### config.mk
export PLATFORM = sky130hd
export DESIGN_NAME = char_ram_writer
export DESIGN_NICKNAME = d
export VERILOG_FILES = /design/src/rtl/el_pkg.sv /design/src/rtl/char_ram_writer.sv
export SDC_FILE = /design/constraint.sdc
export NUM_CORES = 1
export LEC_CHECK = 0
export CAP_MARGIN = 30
export CORE_MARGIN = 5
export CORE_UTILIZATION = 40
export DETAILED_ROUTE_END_ITERATION = 6
export GPL_ROUTABILITY_DRIVEN = 0
export PLACE_DENSITY_LB_ADDON = 0.05
export SYNTH_ARGS = -nofsm -noshare
export SYNTH_HDL_FRONTEND = slang
export SYNTH_SLANG_ARGS = --single-unit
### constraint.sdc
create_clock -name in_main_clock -period 4.1 [get_ports in_main_clock]
set_input_delay 0.82 -clock in_main_clock [delete_from_list [all_inputs] [get_ports in_main_clock]]
set_output_delay 0.82 -clock in_main_clock [all_outputs]
set_load 0.1 [all_outputs]
### src/rtl/el_pkg.sv
`default_nettype none
// ============================================================================
// el_pkg : screen geometry defaults, control codes and FSM encoding shared by
//          the character RAM writer.          Rev 1.0
// ============================================================================
package el_pkg;

  localparam int         COLS_DEFAULT      = 40;
  localparam int         ROWS_DEFAULT      = 32;
  localparam logic [7:0] FILL_CHAR_DEFAULT = 8'h20;

  localparam logic [7:0] LF              = 8'h0A;
  localparam logic [7:0] CR              = 8'h0D;
  localparam logic [7:0] BS              = 8'h08;
  localparam logic [7:0] FF              = 8'h0C;
  localparam logic [7:0] FIRST_PRINTABLE = 8'h20;

  typedef enum logic [1:0] {
    ST_IDLE      = 2'd0,
    ST_WRITE     = 2'd1,
    ST_CLEAR_ROW = 2'd2,
    ST_CLEAR_ALL = 2'd3
  } state_t;

endpackage
`default_nettype wire

### src/rtl/char_ram_writer.sv
`default_nettype none
// ============================================================================
// char_ram_writer : turns a host byte stream into character-RAM writes with
//                   cursor tracking, row clear on new line and full clear.
//                   Rev 1.0
// ============================================================================
module char_ram_writer
  import el_pkg::*;
#(
  parameter int         COLS      = COLS_DEFAULT,
  parameter int         ROWS      = ROWS_DEFAULT,
  parameter logic [7:0] FILL_CHAR = FILL_CHAR_DEFAULT
) (
  input  logic        in_main_clock,
  input  logic        in_reset_n,
  input  logic [7:0]  in_char,
  input  logic        in_valid,
  output logic        out_ready,
  output logic [10:0] out_wr_address,
  output logic [7:0]  out_wr_data,
  output logic        out_wr_en,
  output logic [5:0]  out_cursor_x,
  output logic [4:0]  out_cursor_y,
  output logic        out_busy
);

  localparam logic [5:0]  LAST_COL    = 6'(COLS - 1);
  localparam logic [4:0]  LAST_ROW    = 5'(ROWS - 1);
  localparam logic [10:0] COLS_W      = 11'(COLS);
  localparam logic [10:0] ROW_LAST    = 11'(COLS - 1);
  localparam logic [10:0] SCREEN_LAST = 11'(COLS * ROWS - 1);

  state_t      state_q, state_d;
  logic [10:0] cnt_q, cnt_d;
  logic [5:0]  cur_x_q, cur_x_d;
  logic [4:0]  cur_y_q, cur_y_d;
  logic        wr_en_q, wr_en_d;
  logic [10:0] wr_addr_q, wr_addr_d;
  logic [7:0]  wr_data_q, wr_data_d;

  logic [4:0]  w_next_row;
  logic [10:0] w_row_base;
  logic [10:0] w_next_row_base;
  logic [10:0] w_cell_addr;

  assign w_next_row      = (cur_y_q == LAST_ROW) ? 5'd0 : cur_y_q + 5'd1;
  assign w_row_base      = {6'd0, cur_y_q} * COLS_W;
  assign w_next_row_base = {6'd0, w_next_row} * COLS_W;
  assign w_cell_addr     = w_row_base + {5'd0, cur_x_q};

  always_ff @(posedge in_main_clock) begin
    if (!in_reset_n) begin
      state_q   <= ST_CLEAR_ALL;
      cnt_q     <= '0;
      cur_x_q   <= '0;
      cur_y_q   <= '0;
      wr_en_q   <= 1'b0;
      wr_addr_q <= '0;
      wr_data_q <= '0;
    end else begin
      state_q   <= state_d;
      cnt_q     <= cnt_d;
      cur_x_q   <= cur_x_d;
      cur_y_q   <= cur_y_d;
      wr_en_q   <= wr_en_d;
      wr_addr_q <= wr_addr_d;
      wr_data_q <= wr_data_d;
    end
  end

  // Write port is registered: a cell is loaded onto the port on the edge that
  // enters (or stays in) the state writing it, and the cursor moves on accept.
  always_comb begin
    state_d   = state_q;
    cnt_d     = cnt_q;
    cur_x_d   = cur_x_q;
    cur_y_d   = cur_y_q;
    wr_en_d   = 1'b0;
    wr_addr_d = wr_addr_q;
    wr_data_d = wr_data_q;

    case (state_q)
      ST_IDLE: begin
        if (in_valid) begin
          if (in_char >= FIRST_PRINTABLE) begin
            state_d   = ST_WRITE;
            wr_en_d   = 1'b1;
            wr_addr_d = w_cell_addr;
            wr_data_d = in_char;
            if (cur_x_q < LAST_COL) begin
              cur_x_d = cur_x_q + 6'd1;
            end else begin
              cur_x_d = '0;
              cur_y_d = w_next_row;
            end
          end else begin
            case (in_char)
              LF: begin
                cur_x_d   = '0;
                cur_y_d   = w_next_row;
                state_d   = ST_CLEAR_ROW;
                wr_en_d   = 1'b1;
                wr_addr_d = w_next_row_base;
                wr_data_d = FILL_CHAR;
                cnt_d     = '0;
              end
              CR: cur_x_d = '0;
              BS: begin
                if (cur_x_q != 6'd0) cur_x_d = cur_x_q - 6'd1;
              end
              FF: begin
                state_d   = ST_CLEAR_ALL;
                wr_en_d   = 1'b1;
                wr_addr_d = '0;
                wr_data_d = FILL_CHAR;
                cnt_d     = '0;
              end
              default: ;
            endcase
          end
        end
      end

      ST_WRITE: begin
        // Cursor already advanced; column 0 here means the write wrapped a row.
        if (cur_x_q == 6'd0) begin
          state_d   = ST_CLEAR_ROW;
          wr_en_d   = 1'b1;
          wr_addr_d = w_row_base;
          wr_data_d = FILL_CHAR;
          cnt_d     = '0;
        end else begin
          state_d = ST_IDLE;
        end
      end

      ST_CLEAR_ROW: begin
        if (cnt_q == ROW_LAST) begin
          state_d = ST_IDLE;
        end else begin
          wr_en_d   = 1'b1;
          cnt_d     = cnt_q + 11'd1;
          wr_addr_d = wr_addr_q + 11'd1;
        end
      end

      ST_CLEAR_ALL: begin
        // Coming out of reset nothing is on the port yet, so present cell 0.
        if (!wr_en_q) begin
          wr_en_d   = 1'b1;
          wr_addr_d = '0;
          wr_data_d = FILL_CHAR;
          cnt_d     = '0;
        end else if (cnt_q == SCREEN_LAST) begin
          state_d = ST_IDLE;
          cur_x_d = '0;
          cur_y_d = '0;
        end else begin
          wr_en_d   = 1'b1;
          cnt_d     = cnt_q + 11'd1;
          wr_addr_d = wr_addr_q + 11'd1;
        end
      end

      default: state_d = ST_CLEAR_ALL;
    endcase
  end

  assign out_ready      = (state_q == ST_IDLE);
  assign out_busy       = (state_q != ST_IDLE);
  assign out_wr_en      = wr_en_q;
  assign out_wr_address = wr_addr_q;
  assign out_wr_data    = wr_data_q;
  assign out_cursor_x   = cur_x_q;
  assign out_cursor_y   = cur_y_q;

endmodule
`default_nettype wire
-- Yosys cells after proc, flatten, opt, wreduce, memory -nomap -nowiden
Cells that the tools add are included.
- bits in registers: 44
- input bits: 11
- output and inout bits: 33
- add/subtract/negate cells: 6
- multipliers: 2
- $lt $le $gt $ge: 2
- equal/unequal tests: 26
- multiplexer cells: 54
- reductions and logical operators: 14
- operators with widths (kind ; number):
    $mux 11 ; 13
    $pmux 11 s4 ; 2
    $mux 8 ; 5
    $mux 6 ; 6
    $mux 5 ; 7
    $eq 8x4->1 const B ; 4
    $pmux 6 s2 ; 2
    $pmux 8 s3 ; 1
    $add 11x1->11 const B ; 2
    $pmux 11 s2 ; 1
    $ne 2x2->1 const B ; 9
    $reduce_and 6->1 ; 3
    $mul 5x3->8 const B ; 2
    $reduce_and 5->1 ; 3
    $mux 2 ; 6
    $add 11x6->11 ; 1
    $eq 11x11->1 const B ; 1
    $eq 11x6->1 const B ; 1
    $pmux 5 s2 ; 1
    $ge 8x6->1 const B ; 1
    $pmux 2 s4 ; 1
    $mux 1 ; 7
    $add 6x1->6 const B ; 1
    $logic_not 6->1 ; 1
    other kinds (19) ; 23

-- Logic depth before layout (Yosys ltp)
Gate-level depths: netlist (run 1).
- word-level depth: 7
- gate-level depth with buffers: 12
- depth with buffers taken out: 12

-- Worst setup path before layout (run 1)
OpenSTA, ideal clock, no wires.
- path type: flip-flop to flip-flop
- from: reg cur_y_q[1] (netlist: out_cursor_y[1])
- to: reg wr_addr_q[9] (netlist: out_wr_address[9])
- setup time: 96 ps
- data arrival time: 3842 ps
- data required time: 4004 ps
- slack: 163 ps
- stages on the path, launching flop included: 13
- path buffers: 0
- period minus slack after synthesis: 3937 ps
- cell sequence: dfxtp_1 -> ha_1 -> and3_1 -> ha_1 -> nor2b_1 -> ha_1 -> ha_1 -> and3b_1 -> or4b_1 -> o311ai_0 -> nor4_1 -> or3_1 -> a221oi_1
- longest elaborated chain between the ends: 7
- elaborated cells on any way between the ends: 11
- RTL lines (element ; RTL line ; source):
    from (decl) ; char_ram_writer.sv:36 ; logic [4:0] cur_y_q, cur_y_d;
    from (signal assigned) ; char_ram_writer.sv:64 ; cur_y_q <= cur_y_d;
    $add 5x1->5 or $eq 5x5->1 (tied branches) ; char_ram_writer.sv:46 ; assign w_next_row = (cur_y_q == LAST_ROW) ? 5'd0 : cur_y_q + 5'd1;
    $mux 5 ; char_ram_writer.sv:46 ;
    $mul 5x3->8 ; char_ram_writer.sv:48 ; assign w_next_row_base = {6'd0, w_next_row} * COLS_W;
    $pmux 11 s2 ; char_ram_writer.sv:97 ; case (in_char)
    $mux 11 ; char_ram_writer.sv:85 ; if (in_char >= FIRST_PRINTABLE) begin
    $mux 11 ; char_ram_writer.sv:84 ; if (in_valid) begin
    $pmux 11 s4 * ; char_ram_writer.sv:82 ; case (state_q)
    to (signal assigned) ; char_ram_writer.sv:66 ; wr_addr_q <= wr_addr_d;
    to (decl) ; char_ram_writer.sv:38 ; logic [10:0] wr_addr_q, wr_addr_d;
Every way passes the cells marked *; elsewhere a longest branch is shown, timed or not. The select of a mux whose other input is x is not followed.
A chain may end at the register's enable or synchronous reset.

-- Final worst setup path (run 1)
Ends and elaborated chain as after synthesis.

==> impl_metrics.json, run 1 <==
{
  "synth_cells": 437,
  "finalHoldViolations": 0,
  "via_per_inst": 5.780,
  "crit_required_ns": 4.32,
  "nFillCells": 883,
  "final_core_util": 0.4760,
  "syn_nets": 477,
  "worst_pin_slew_ns": 0.9962,
  "portBuffers": 43,
  "cts_root_buf": "clkbuf_8",
  "ff_latch_area_sq_um": 880.8,
  "ant_nets": 0,
  "setup_tns_ns": 0,
  "finClkSkew_ns": 0.01105,
  "synth.distinct_cells": 64,
  "initial_core_util": 0.4056,
  "cts_setup_buffers": 0,
  "synth_flop_cell": "dfxtp_1",
  "min_period_ns": 3.599,
  "holdCritStartpoint": "out_wr_data[6]",
  "grt_max_degree": 29,
  "synth.area.top_cells": "dfxtp_1 (25%), ha_1 (9.3%), nand3_1 (4.9%)",
  "cts_buffers": 5,
  "num_io_pins": 44,
  "finalSetupViolations": 0,
  "first_pass_iters": 4,
  "fin_crit_sh": 0.8777,
  "postCtsHoldBufs": 0,
  "worst-r2r-setup-slack_ns": 0.50,
  "reg2reg_from": "out_cursor_y[1]",
  "ctsHtreeMaxLevel": 2,
  "drv_cap": 0,
  "grt_util_all_layers": 0.1952,
  "critPathKind": "flop to flop",
  "worstSetupEndpointType": "flop",
  "grt_first_pass_wirelength_mm": 16.64,
  "whs_ns": 0.4808,
  "diodes": 0,
  "vdd_drop_max_mv": 0.3556,
  "grt_pass1_vias": 3279,
  "dieArea_sq_um": 10680,
  "avgSynthCellArea_sq_um": 7.977,
  "critPathSlowestCell": "dfxtp_1",
  "status": "complete, no violations",
  "clkTransAtPathRegs_ns": 0.09,
  "dieHeight_um": 103.4,
  "crit_start": "out_cursor_y[1]",
  "clockBufferDepth": 2,
  "core_area_sq_um": 8593,
  "final_max_slew_viol_count": 0,
  "floorplan.die.width_um": 103.4,
  "drt_iter0_drc": 173,
  "nets": 508,
  "slowest_delay_ns": 0.52,
  "wirelength_mm": 10.07,
  "crit_arrival_ns": 3.82,
  "synth-edff-count": 0,
  "path_delay_family": "simple AND/OR/NAND/NOR gates",
  "cts.sinks": 44,
  "synth_area_sq_um": 3486,
  "insertion_delay_ns": 0.31,
  "yosysSeqAreaShare": 0.2527,
  "worstHoldPathType": "flop to flop",
  "wl_per_cell_um": 17.46,
  "timing.critical_path.cells": "ha_1, and3_1, ha_1, nor2_1, xor2_1, ha_1, and3b_1, or4b_1, o311ai_0, nor4_1, or3_1, a221oi_1",
  "multi_input_area_sq_um": 2436,
  "cts_tree": "yes",
  "cts_resized": 0,
  "num_vias": 3335,
  "drcViolationCount": 0,
  "netlist.area_leader.share": 0.2527,
  "drive_above_1_share": 0.04691,
  "rsz0062_at_grt": "false",
  "synthArstFlopShare": 0,
  "p_leak_nw": 1.539,
  "dpl.hpwl_mm": 7.710,
  "syn_to_final_growth_pct": 17.34,
  "yosys.area.top_type": "dfxtp_1",
  "path_common_cell": "ha_1",
  "grt_remaining_overflow": 0,
  "antenna_found_initial": 0,
  "yosys_warnings": 0,
  "final_common_cell": "dfxtp_1",
  "p_total_mw": 2.202,
  "ys_ff_latch": 44,
  "start_kind": "flop",
  "fmax_mhz": 277.9,
  "max_slew_margin": 0.3338,
  "rows": 34,
  "most-common-layout-cells": "dfxtp_1 (44), clkdlybuf4s50_1 (41), nand3_1 (34)",
  "worst-path-buf-inv": 0,
  "path_max_fanout": 9,
  "p_per_area_nw_per_um2": 538.4
}
[sequential cells by signal, summed over array words and instances, names as in the netlist]
| register | flops |
|---|---|
| out_wr_data | 8 |
| out_cursor_y | 5 |
| state_q | 2 |
| out_cursor_x | 6 |
| out_wr_address | 11 |
| out_wr_en | 1 |
| cnt_q | 11 |
[worst paths after layout]
path,cells past startpoint,to
setup / recovery,12,out_wr_address[9]
hold / removal,2,out_wr_data[6]
setup reg to reg,12,out_wr_address[9]
hold reg to reg,2,out_wr_data[6]
[logic make-up (layout without fill, tap and decap cells)]
group / count (synthesis) / after routing / share of synthesized area
adders and majority gates: 29 / 29 / 0.1106
AOI/OAI and AO/OA: 131 / 131 / 0.2631
DFF: 44 / 44 / 0.2527
xor gates and xnor gates: 24 / 24 / 0.06030
buffers and inverters: 42 / 74 / 0.04845
and+or+nand+nor: 167 / 167 / 0.2649
[cells in the mapped netlist, drive strengths merged (4+ instances only)]
master and instances:
nor2 25, nand2 32, o221ai 4, o311ai 4
and2 11, a221oi 7, nand3 35, nor4 6
a21boi 11, nand2b 4, a22o 5, nor2b 9
nor3 7, o21a 9, o31ai 4, a22oi 4
a21oi 22, xor2 7, dfxtp 44, ha 26
clkbuf 20, a21o 6, nand4 7, and3 8
nor3b 6, inv 18, buf 4, a31oi 6
o21ai 28, xnor2 17
[worst min-delay path, cell delays in order (launching register included)]
cell	delay [ns]
dfxtp_1	0.31
o21ai_0	0.06
a21boi_0	0.07
[layout make-up]
class                      instances  share of cell area
tap                              108             0.03304
sequential                        44              0.2154
timing repair buffer              48              0.1132
multi-input combinational        351              0.5956
inverter                          18             0.01652
clock buffer                       6             0.01774
clock inverter                     2            0.008565
[per-layer routing]
| metal | GRT usage | up-vias | share of wire |
|---|---|---|---|
| li1 | - | 1684 | - |
| met1 | 0.2562 | 1569 | 0.47 |
| met3 | 0.04091 | 16 | 0.043 |
| met5 | 0 | - | 0 |
| met4 | 0.05876 | 0 | 0.016 |
| met2 | 0.3216 | 66 | 0.47 |
[through the flow]
stage          instance area (sq um)  cells  setup WS [ns]
2_1_floorplan                   3486    437         0.1629
3_3_place_gp                    3983    569         0.6398
3_5_place_dp                    3983    569         0.5365
4_1_cts                         4090    577         0.5283
5_1_grt                         4090    577         0.1973
6_report                        4090    577         0.5013
[where the power goes]
group | leakage [nW] | internal [mW] | total, mW | switching (mW)
Sequential | 0.357 | 0.500 | 0.576 | 0.0755
Clock | 0.0552 | 0.181 | 0.340 | 0.159
Combinational | 1.13 | 0.349 | 1.29 | 0.938
Note: power is estimated with default switching activity, not from simulation.
==> inputs of run 2 (changes only) <==
--- a/config.mk
+++ b/config.mk
@@ -6,6 +6,7 @@
 export NUM_CORES = 1
 export LEC_CHECK = 0
 export CAP_MARGIN = 30
+export CORE_ASPECT_RATIO = 0.6
 export CORE_MARGIN = 5
 export CORE_UTILIZATION = 40
 export DETAILED_ROUTE_END_ITERATION = 6
==> run 2 against run 1 <==
- final area rose by 2.6%
- sequential power rose by 2%
- highest routed layer unchanged
- largest power group unchanged
- cell count rose by 1.0%
==> impl_metrics.json, run 2 (synthesis gave the netlist of run 1 again) <==
{
  "initial_core_util": 0.4106,
  "p_leak_nw": 1.590,
  "drive_above_1_share": 0.05308,
  "status": "complete, no violations",
  "cts_buffers": 5,
  "grt_first_pass_wirelength_mm": 17.27,
  "dieArea_sq_um": 10740,
  "path_delay_family": "simple AND/OR/NAND/NOR gates",
  "grt_remaining_overflow": 0,
  "critPathSlowestCell": "dfxtp_1",
  "final_common_cell": "dfxtp_1",
  "drcViolationCount": 0,
  "fin_crit_sh": 0.8923,
  "via_per_inst": 5.998,
  "rows": 26,
  "critPathKind": "flop to flop",
  "most-common-layout-cells": "dfxtp_1 (44), clkdlybuf4s50_1 (41), nand3_1 (34)",
  "drv_cap": 0,
  "use_met2": 0.2889,
  "syn_to_final_growth_pct": 20.35,
  "crit_arrival_ns": 3.84,
  "ant_nets": 0,
  "crit_cells": 12,
  "wl_per_cell_um": 18.52,
  "grt_use_met1": 0.3106,
  "rr_endpoint": "out_wr_address[9]",
  "floorplan.die.width_um": 130.5,
  "final_max_slew_viol_count": 0,
  "num_io_pins": 44,
  "dieHeight_um": 82.31,
  "cts_tree": "yes",
  "grt_util_all_layers": 0.2037,
  "postCtsHoldBufs": 0,
  "worstHoldPathCells": 2,
  "rsz0062_at_grt": "false",
  "holdCritStartpoint": "out_wr_data[4]",
  "max_slew_margin": 0.3440,
  "path_max_fanout": 9,
  "path_common_cell": "ha_1",
  "min_period_ns": 3.658,
  "worst-r2r-setup-slack_ns": 0.44,
  "grt_max_degree": 29,
  "diodes": 0,
  "grt-busiest-layer": "met1",
  "reg2reg_from": "out_cursor_y[0]",
  "dpl.hpwl_mm": 8.102,
  "insertion_delay_ns": 0.29,
  "fmax_mhz": 273.3,
  "ctsHtreeMaxLevel": 2,
  "finalHoldViolations": 0,
  "cts.sinks": 44,
  "worst-path-buf-inv": 0,
  "wirelength_mm": 10.80,
  "antenna_found_initial": 0,
  "finalInstanceArea_sq_um": 4195,
  "place_area_sq_um": 4010,
  "core_area_sq_um": 8491,
  "num_vias": 3497,
  "finalSetupViolations": 0,
  "portBuffers": 43,
  "setup_tns_ns": 0,
  "timing.critical_path.cells": "ha_1, and3_1, ha_1, nor2b_1, ha_1, ha_1, and3b_1, or4b_1, o311ai_0, nor4_1, or3_1, a221oi_1",
  "nets": 511,
  "crit_required_ns": 4.28,
  "cts_root_buf": "clkbuf_16",
  "vdd_drop_max_mv": 0.4247,
  "slowest_delay_ns": 0.53,
  "cts_setup_buffers": 0,
  "worstHoldPathType": "flop to flop",
  "start_kind": "flop",
  "clkTransAtPathRegs_ns": 0.06,
  "worst_pin_slew_ns": 0.9809,
  "clockBufferDepth": 2,
  "p_per_area_nw_per_um2": 575.0,
  "grt_pass1_vias": 3232,
  "min_to": "out_wr_data[4]",
  "grt_use_met3": 0.04820,
  "reg2reg_depth": 12,
  "first_pass_iters": 5,
  "cts_resized": 0,
  "drt_iter0_drc": 451,
  "finClkSkew_ns": 0.004355,
  "worstSetupEndpointType": "flop"
}
[run 2: worst max-delay path by stage]
stage | from | to | slack (ns)
floorplan | out_cursor_y[1] | out_wr_address[9] | 0.16
global placement | out_cursor_y[0] | out_wr_address[9] | 0.66
detailed placement | out_cursor_y[0] | out_wr_address[9] | 0.47
CTS | out_cursor_y[0] | out_wr_address[9] | 0.45
global route | out_cursor_y[0] | out_wr_address[9] | 0.15
finish | out_cursor_y[0] | out_wr_address[9] | 0.44
[run 2: through the flow]
stage	hold slack (ns)	cells	power [mW]	utilization	setup WS [ns]
after floorplan	0.4882	437	1.564	-	0.1629
after global placement	0.4740	576	1.887	0.4723	0.6581
after detailed placement	0.4747	576	1.883	0.4723	0.4708
after CTS	0.4886	583	2.411	0.4941	0.4481
after global routing	0.5407	583	2.537	0.4941	0.1492
final	0.4898	583	2.412	0.4941	0.4416
[run 2: final cells by class]
cell class,instances,area [sq um]
inverters,18,67.56
well taps,112,140.1
clock inverters,2,60.06
fillers,807,4295
multi-input cells,351,2436
clock buffers,5,125.1
flip-flops and latches,44,880.8
repair buffers,51,485.5
[run 2: power breakdown]
part,switching (mW),internal [mW]
Sequential,0.0847,0.501
Clock,0.172,0.346
Combinational,0.959,0.350
[run 2: layer usage]
| layer | share of wire | vias up | wire, um |
|---|---|---|---|
| met2 | 0.40 | 153 | 4268 |
| met1 | 0.50 | 1639 | 5445 |
| met4 | 0.0096 | 0 | 104 |
| met3 | 0.090 | 19 | 977 |
| met5 | 0 | - | 0 |
| li1 | - | 1686 | - |
[run 2: tightest hold or removal path, delay by kind of cell, from the launching register on]
family	cells	cell delay, ns
compound gates	2	0.13
flops	1	0.31
